<file path="config.mk">
export PLATFORM = sky130hd
export DESIGN_NAME = ex_muldiv_flat
export DESIGN_NICKNAME = d
export VERILOG_FILES = /design/src/rtl/ex_muldiv_if.sv /design/src/rtl/ex_muldiv.sv /design/src/flat_wrapper.sv
export SDC_FILE = /design/constraint.sdc
export NUM_CORES = 1
export LEC_CHECK = 0
export CELL_PAD_IN_SITES_DETAIL_PLACEMENT = 1
export CELL_PAD_IN_SITES_GLOBAL_PLACEMENT = 1
export CORE_MARGIN = 4
export CORE_UTILIZATION = 45
export CTS_CLUSTER_SIZE = 30
export DETAILED_ROUTE_END_ITERATION = 8
export GPL_TIMING_DRIVEN = 0
export PLACE_DENSITY_LB_ADDON = 0.25
export SLEW_MARGIN = 10
export SYNTH_ARGS = -nofsm -noshare
export SYNTH_HDL_FRONTEND = slang
export SYNTH_SLANG_ARGS = --single-unit
</file>
<file path="constraint.sdc">
create_clock -name clk -period 6.1 [get_ports clk]
set_input_delay 1.525 -clock clk [delete_from_list [all_inputs] [get_ports clk]]
set_output_delay 1.525 -clock clk [all_outputs]
set_load 0.01 [all_outputs]
</file>
<file path="src/rtl/ex_muldiv_if.sv">
// ex_muldiv_if -- request/response bundle between the EX stage and the
// iterative multiply/divide unit.
//   master (EX stage) drives: flush, start, funct3, rs1_data, rs2_data, rd_in
//   slave  (ex_muldiv) drives: busy, stall, done, result, rd_out
interface ex_muldiv_if #(
  parameter int XLEN = 32
);
  logic            flush;
  logic            start;
  logic [2:0]      funct3;
  logic [XLEN-1:0] rs1_data;
  logic [XLEN-1:0] rs2_data;
  logic [4:0]      rd_in;
  logic            busy;
  logic            stall;
  logic            done;
  logic [XLEN-1:0] result;
  logic [4:0]      rd_out;

  modport master (
    output flush, start, funct3, rs1_data, rs2_data, rd_in,
    input  busy, stall, done, result, rd_out
  );

  modport slave (
    input  flush, start, funct3, rs1_data, rs2_data, rd_in,
    output busy, stall, done, result, rd_out
  );
endinterface

</file>
<file path="src/rtl/ex_muldiv.sv">
// ex_muldiv -- iterative RV32M multiply/divide unit for the EX stage.
// One bit per cycle: radix-2 shift-add multiply and restoring divide on
// operand magnitudes, with sign fix-up applied when the result is written.
// Divide-by-zero and signed overflow skip the iteration and finish in one cycle.
// Ports:
//   clk  - clock, rising edge
//   rst  - asynchronous active-high reset
//   mdu  - ex_muldiv_if.slave: flush/start/funct3/rs1_data/rs2_data/rd_in in,
//          busy/stall/done/result/rd_out out
module ex_muldiv #(
  parameter int XLEN = 32
) (
  input logic         clk,
  input logic         rst,
  ex_muldiv_if.slave  mdu
);

  localparam logic [1:0] IDLE = 2'd0;
  localparam logic [1:0] CALC = 2'd1;
  localparam logic [1:0] DONE = 2'd2;

  logic [1:0]        state_r;
  logic [1:0]        state_nxt_s;
  logic [5:0]        cnt_r;
  logic [2*XLEN-1:0] acc_r;       // mul: {partial hi, multiplier}; div: {remainder, quotient}
  logic [XLEN-1:0]   opb_r;       // multiplicand / divisor magnitude
  logic [2:0]        funct3_r;
  logic              is_div_r;
  logic              neg_res_r;   // product / quotient must be negated
  logic              neg_rem_r;   // remainder follows the dividend sign
  logic [4:0]        rd_r;
  logic [XLEN-1:0]   result_r;
  logic [4:0]        rd_out_r;
  logic              done_r;
  logic              busy_r;

  logic              accept_s;
  logic              a_signed_s;
  logic              b_signed_s;
  logic              a_neg_s;
  logic              b_neg_s;
  logic [XLEN-1:0]   a_mag_s;
  logic [XLEN-1:0]   b_mag_s;
  logic              is_div_s;
  logic              div_zero_s;
  logic              div_ovf_s;
  logic              bypass_s;
  logic [XLEN-1:0]   bypass_val_s;
  logic [XLEN:0]     mul_sum_s;
  logic [2*XLEN:0]   div_shl_s;
  logic [XLEN:0]     div_diff_s;
  logic [2*XLEN-1:0] acc_nxt_s;
  logic [2*XLEN-1:0] prod_s;
  logic [XLEN-1:0]   quot_s;
  logic [XLEN-1:0]   rem_s;
  logic [XLEN-1:0]   final_s;

  assign accept_s = (state_r == IDLE) & mdu.start & ~mdu.flush;

  // Operand classification and magnitudes for the op being offered.
  always_comb begin
    a_signed_s = (mdu.funct3 == 3'd1) | (mdu.funct3 == 3'd2) |
                 (mdu.funct3 == 3'd4) | (mdu.funct3 == 3'd6);
    b_signed_s = (mdu.funct3 == 3'd1) | (mdu.funct3 == 3'd4) | (mdu.funct3 == 3'd6);
    a_neg_s    = a_signed_s & mdu.rs1_data[XLEN-1];
    b_neg_s    = b_signed_s & mdu.rs2_data[XLEN-1];
    if (a_neg_s) begin
      a_mag_s = 32'd0 - mdu.rs1_data;
    end else begin
      a_mag_s = mdu.rs1_data;
    end
    if (b_neg_s) begin
      b_mag_s = 32'd0 - mdu.rs2_data;
    end else begin
      b_mag_s = mdu.rs2_data;
    end
    is_div_s   = mdu.funct3[2];
    div_zero_s = is_div_s & (mdu.rs2_data == 32'd0);
    div_ovf_s  = is_div_s & ~mdu.funct3[0] &
                 (mdu.rs1_data == 32'h8000_0000) & (mdu.rs2_data == 32'hFFFF_FFFF);
    bypass_s   = div_zero_s | div_ovf_s;
    // funct3[1] distinguishes REM/REMU from DIV/DIVU
    if (div_zero_s) begin
      bypass_val_s = mdu.funct3[1] ? mdu.rs1_data : 32'hFFFF_FFFF;
    end else begin
      bypass_val_s = mdu.funct3[1] ? 32'd0 : 32'h8000_0000;
    end
  end

  // One iteration step of either the multiplier or the divider.
  always_comb begin
    // multiply: conditionally add multiplicand into the high half, shift right
    mul_sum_s  = {1'b0, acc_r[2*XLEN-1:XLEN]} + (acc_r[0] ? {1'b0, opb_r} : 33'd0);
    // divide: shift left, trial-subtract divisor, keep it only if non-negative
    div_shl_s  = {acc_r, 1'b0};
    div_diff_s = div_shl_s[2*XLEN:XLEN] - {1'b0, opb_r};
    if (is_div_r) begin
      if (div_diff_s[XLEN]) begin
        acc_nxt_s = div_shl_s[2*XLEN-1:0];
      end else begin
        acc_nxt_s = {div_diff_s[XLEN-1:0], div_shl_s[XLEN-1:1], 1'b1};
      end
    end else begin
      acc_nxt_s = {mul_sum_s, acc_r[XLEN-1:1]};
    end
  end

  // Sign fix-up and result selection from the final accumulator value.
  always_comb begin
    prod_s = neg_res_r ? (64'd0 - acc_nxt_s) : acc_nxt_s;
    quot_s = neg_res_r ? (32'd0 - acc_nxt_s[XLEN-1:0]) : acc_nxt_s[XLEN-1:0];
    rem_s  = neg_rem_r ? (32'd0 - acc_nxt_s[2*XLEN-1:XLEN]) : acc_nxt_s[2*XLEN-1:XLEN];
    case (funct3_r)
      3'd0:                   final_s = prod_s[XLEN-1:0];
      3'd1, 3'd2, 3'd3:       final_s = prod_s[2*XLEN-1:XLEN];
      3'd4, 3'd5:             final_s = quot_s;
      3'd6, 3'd7:             final_s = rem_s;
      default:                final_s = 32'd0;
    endcase
  end

  // Next-state decode; flush always returns to IDLE.
  always_comb begin
    state_nxt_s = state_r;
    case (state_r)
      IDLE: begin
        if (accept_s) begin
          state_nxt_s = bypass_s ? DONE : CALC;
        end else begin
          state_nxt_s = IDLE;
        end
      end
      CALC: begin
        if (mdu.flush) begin
          state_nxt_s = IDLE;
        end else if (cnt_r == 6'd31) begin
          state_nxt_s = DONE;
        end else begin
          state_nxt_s = CALC;
        end
      end
      DONE:    state_nxt_s = IDLE;
      default: state_nxt_s = IDLE;
    endcase
  end

  // State, datapath and registered outputs.
  always_ff @(posedge clk or posedge rst) begin
    if (rst) begin
      state_r   <= IDLE;
      cnt_r     <= 6'd0;
      acc_r     <= 64'd0;
      opb_r     <= 32'd0;
      funct3_r  <= 3'd0;
      is_div_r  <= 1'b0;
      neg_res_r <= 1'b0;
      neg_rem_r <= 1'b0;
      rd_r      <= 5'd0;
      result_r  <= 32'd0;
      rd_out_r  <= 5'd0;
      done_r    <= 1'b0;
      busy_r    <= 1'b0;
    end else begin
      state_r <= state_nxt_s;
      busy_r  <= (state_nxt_s != IDLE);
      done_r  <= (state_nxt_s == DONE);
      case (state_r)
        IDLE: begin
          if (accept_s) begin
            funct3_r  <= mdu.funct3;
            rd_r      <= mdu.rd_in;
            is_div_r  <= is_div_s;
            neg_res_r <= a_neg_s ^ b_neg_s;
            neg_rem_r <= a_neg_s;
            opb_r     <= b_mag_s;
            acc_r     <= {32'd0, a_mag_s};
            cnt_r     <= 6'd0;
            if (bypass_s) begin
              result_r <= bypass_val_s;
              rd_out_r <= mdu.rd_in;
            end
          end
        end
        CALC: begin
          if (mdu.flush) begin
            cnt_r <= 6'd0;
          end else if (cnt_r == 6'd31) begin
            acc_r    <= acc_nxt_s;
            cnt_r    <= 6'd0;
            result_r <= final_s;
            rd_out_r <= rd_r;
          end else begin
            acc_r <= acc_nxt_s;
            cnt_r <= cnt_r + 6'd1;
          end
        end
        DONE: begin
          cnt_r <= 6'd0;
        end
        default: begin
          cnt_r <= 6'd0;
        end
      endcase
    end
  end

  // stall must react in the accept cycle itself, so it is decoded from
  // registered state plus the live request; reset holds it low.
  assign mdu.stall  = ~rst & (accept_s | (state_r == CALC));
  assign mdu.busy   = busy_r;
  assign mdu.done   = done_r;
  assign mdu.result = result_r;
  assign mdu.rd_out = rd_out_r;

endmodule

</file>
<file path="src/flat_wrapper.sv">
// flat-port wrapper written by rule: the top's interface ports become plain ports
module ex_muldiv_flat 
#(
  parameter int XLEN = 32
)
  (clk, rst, mdu_flush, mdu_start, mdu_funct3, mdu_rs1_data, mdu_rs2_data, mdu_rd_in, mdu_busy, mdu_stall, mdu_done, mdu_result, mdu_rd_out);
  ex_muldiv_if #(.XLEN(XLEN)) mdu_i ();
  input logic clk;
  input logic rst;
  input wire logic [$bits(mdu_i.flush)-1:0] mdu_flush;
  input wire logic [$bits(mdu_i.start)-1:0] mdu_start;
  input wire logic [$bits(mdu_i.funct3)-1:0] mdu_funct3;
  input wire logic [$bits(mdu_i.rs1_data)-1:0] mdu_rs1_data;
  input wire logic [$bits(mdu_i.rs2_data)-1:0] mdu_rs2_data;
  input wire logic [$bits(mdu_i.rd_in)-1:0] mdu_rd_in;
  output wire logic [$bits(mdu_i.busy)-1:0] mdu_busy;
  output wire logic [$bits(mdu_i.stall)-1:0] mdu_stall;
  output wire logic [$bits(mdu_i.done)-1:0] mdu_done;
  output wire logic [$bits(mdu_i.result)-1:0] mdu_result;
  output wire logic [$bits(mdu_i.rd_out)-1:0] mdu_rd_out;
  assign mdu_i.flush = mdu_flush;
  assign mdu_i.start = mdu_start;
  assign mdu_i.funct3 = mdu_funct3;
  assign mdu_i.rs1_data = mdu_rs1_data;
  assign mdu_i.rs2_data = mdu_rs2_data;
  assign mdu_i.rd_in = mdu_rd_in;
  assign mdu_busy = mdu_i.busy;
  assign mdu_stall = mdu_i.stall;
  assign mdu_done = mdu_i.done;
  assign mdu_result = mdu_i.result;
  assign mdu_rd_out = mdu_i.rd_out;
  ex_muldiv #(.XLEN(XLEN)) u_core (.clk(clk), .rst(rst), .mdu(mdu_i));
endmodule
</file>
==> results.md, run 1 <==
- Final setup fails: 0
- Vias in the first global route: around 20,000
- Core footprint: roughly 36,000 um^2
- Reg2Reg Depth: 14
- Synth async-reset ratio: 100%
- Post-Syn Area: roughly 16,000 um^2
- CP max stage cell: a21oi_1
- Hold worst-path end: u_core.rd_r[3]
- Design area: 19,200 um^2
- Setup Skew: between 20 and 30 ps
- Syn avg cell area: 7.31 um^2
- Post-DR wirelength/cell: 30.2 um
- Layout cell share with drive strength beyond 1: under 10%
- Worst Max-Slew Pin Slew: 1350 ps
- Final worst-path cycle share: 99.9%
- Initial cell density of the core: 46.0%
- Final hold vios: 0
- Top Ports: 116
- Total clock sinks: roughly 150
- Hold_buf cts: 0
- Pwr Density: 528 nW/um^2
- Clk root buf: clkbuf_16
- Reg area: about 3800 um^2
- Crit path time final: 6090 ps
- Reg2reg setup slack: 8 ps
- Area of the multi-input gates: 12,100 um^2
- Net Count, Synth: approximately 2,400
- Antenna Nets Post-Route: 0
- TritonCTS Buffers: 17
- Slew margin rel.: about a tenth
- Post-DP HPWL: 68.1 mm
- CTS max path bufs: 2
- Die Area: 39,700 um^2
- Residual DRC count: 0
- Sequential share of the synthesized area: 23.2%
- Worst Path Arrival: between 6000 and 7000 ps
- NumNets Final: 2,539
- Dpl cells: 2,829
- R2R Path Start: u_core.is_div_r
- Pin count of the biggest net entering global routing: 86
- Placed instance area: between 15,000 and 20,000 um^2
- #FFs+latches synth: ~150
- Vias: a little over 20,000
- First-pass GRT wire length: ~130 mm
- Via density: 7.04
- Hold path startpoint: u_core.rd_r[3]
- Max Transition Viols Final: 0
- Routability congestion estimate: 1.07
- Die width: between 150 and 200 um
- Starting DRC count in detailed routing: 2,547
- Remaining Overflow, GRT: 0
- Final setup margin: approximately 8.3 ps
- Gate Count Post-Synth: ~2,300
- Post-placement setup slack: -1510 ps
- VDD IR max: 0.343 mV
- Ys Warns: 0
- FP Rows: 69
- Hold Path Cell Cnt: 2
- H-tree depth: 4
- Worst Path Required: 6430 ps
- Synth top area share: 23.2%
- Area grow syn2layout: 16.4%
- Crit path from: u_core.is_div_r
- Total power: 0.0101 W
- Largest area contributor in the netlist: dfrtp_1
- DRT Wirelength: 86.6 mm
- Setup tns final: 0 ps
- Cell variety after synth: 100
- CP max FO: 10
- Overall global routing resource usage: between 40 and 50%
- Crit-path most repeated cell: buf_2
- Worst hold path type: flop to flop
- Port buffer count: 115
- CP Launch Type: flop
- Antenna violations before repair: 2
- Insertion delay to the later sink of the worst-skew pair: 480 ps
- Crit-path max cell delay: 580 ps
- Die H: 199 um
- Clock-pin transition on the worst setup and hold timing paths: approximately 70 ps
- Static Leak: a little under 8 nW
- Worst flop-to-flop path endpoint: u_core.mdu.result[0]
- CTS tree: done
- CP cell instances: buf_2, clkbuf_2, clkbuf_2, buf_2, buf_2, buf_2, buf_2, clkbuf_2, buf_2, clkbuf_2, clkbuf_1, o22ai_1, a21oi_1, a21oi_1
- Post-synth EDFFs: 0
- Non-filler cells, final: approximately 2,900
- First-pass DRT Iterations: 6
- N_diodes: 0
- Primary FF master, synth: dfrtp_1
- Max cap viols: 0
- Crit Path Class: flop to flop
- Status: finished, final reports clean
- Setup crit end kind: flop
- Top post-synthesis cells by area: dfrtp_1, o21ai_0, nand2_1, a21oi_1, ha_1
- FMAX: 164 MHz
- Fillers: ~4,600
==> repair_timing <==
item | CTS | global route
endpoints found under the setup margin | 43 | 27
buffers inserted | 3 | 4
pin swaps | 3 | 5
gates resized for setup | 28 | 44
==> cell usage after synthesis (all sizes together) (10+ instances only) <==
| cell type | count |
|---|---|
| o22ai | 20 |
| a22o | 25 |
| and2 | 49 |
| a21oi | 181 |
| o31ai | 35 |
| o2111ai | 14 |
| a21o | 24 |
| xnor2 | 94 |
| a211oi | 28 |
| o221ai | 11 |
| o21ai | 233 |
| o211ai | 31 |
| nor2 | 215 |
| nand4 | 36 |
| a31oi | 39 |
| mux2i | 37 |
| nor4 | 23 |
| nand3 | 53 |
| nor3 | 75 |
| xor2 | 73 |
| dfrtp | 153 |
| nor2b | 12 |
| nand2b | 18 |
| buf | 39 |
| nand2 | 282 |
| a311oi | 11 |
| o21a | 11 |
| clkbuf | 88 |
| or4 | 15 |
| mux2 | 10 |
| or3 | 23 |
| ha | 69 |
| inv | 71 |
| o41ai | 10 |
==> report_power, final <==
group	total [W]	internal, W	switching, W
registers	0.00169	0.00123	0.000456
logic	0.00725	0.00223	0.00502
clock network	0.00118	0.000634	0.000544
total	0.0101	0.00410	0.00602
==> how the worst max path moves through the flow <==
stage | to | cells past startpoint
CTS | u_core.mdu.result[30] | 21
detailed placement | u_core.mdu.rd_out[1] | 13
global placement | u_core.acc_r[55] | 2
global route | u_core.mdu.result[23] | 13
floorplan | u_core.acc_r[0] | 1
finish | u_core.mdu.result[0] | 14
==> cell families (layout without fill, tap and decap cells) <==
kind of cell | after synthesis | in the layout | share of synthesized area (%)
muxes | 47 | 47 | 2.95
and+or+nand+nor | 847 | 847 | 24.5
DFF | 153 | 153 | 23.2
AOI/OAI and AO/OA | 767 | 767 | 30.1
xor gates and xnor gates | 167 | 167 | 8.88
buffers and inverters | 200 | 353 | 4.83
adders and majority gates | 71 | 71 | 5.48
==> flip-flops by register name (all words and copies together) (netlist names) <==
signal,cells
u_core.is_div_r,1
u_core.neg_rem_r,1
u_core.mdu.busy,1
u_core.state_r,2
u_core.mdu.done,1
u_core.mdu.result,32
u_core.opb_r,32
u_core.rd_r,5
u_core.mdu.rd_out,5
u_core.acc_r,64
u_core.funct3_r,2
u_core.neg_res_r,1
u_core.cnt_r,6
==> layer usage <==
metal	global-route usage (%)	share of wire (%)
met1	59.2	41
met2	60.6	40
met3	13.6	14
met4	17.4	4.9
met5	1.73	0.14
==> through the flow <==
stage | hold WS (ps) | utilization, %
5_1_grt | 524 | 53.5
4_1_cts | 481 | 53.0
3_3_place_gp | 459 | 50.8
6_report | 490 | 53.5
2_1_floorplan | 446 | -
3_5_place_dp | 462 | 50.9
==> layout by cell type (no fill, tap or decap), types with 47 or more instances in the layout <==
cell	instances
a21oi_1	172
and2_1	47
clkbuf_1	74
clkdlybuf4s50_1	115
dfrtp_1	151
ha_1	69
inv_1	70
nand2_1	282
nand3_1	51
nor2_1	213
nor3_1	65
o21ai_0	222
xnor2_1	94
xor2_1	73
==> critical path, delay by kind of cell (launching register included) <==
family	cells	cell delay (ps)
buffers and inverters	11	4650
AOI/OAI and AO/OA	3	940
DFF	1	330
==> area by class of cell <==
cell class,count,share of cell area [%]
clock buffer,18,2.29
timing repair buffer,123,6.42
clock inverter,14,0.959
buffer,125,2.82
tap,461,3.01
multi-input combinational,1899,63.0
inverter,73,1.47
sequential,153,20.0
Note: power is estimated with default switching activity, not from simulation.
==> inputs of run 2 (changes only) <==
==> constraint.sdc (replaced) <==
create_clock -name clk -period 6.1 [get_ports clk]
set_input_delay 1.525 -clock clk [delete_from_list [all_inputs] [get_ports clk]]
set_output_delay 1.525 -clock clk [all_outputs]
set_load 0.005 [all_outputs]
==> results of run 2 <==
The final DEF is identical to that of run 1. Status: finished, final reports clean.
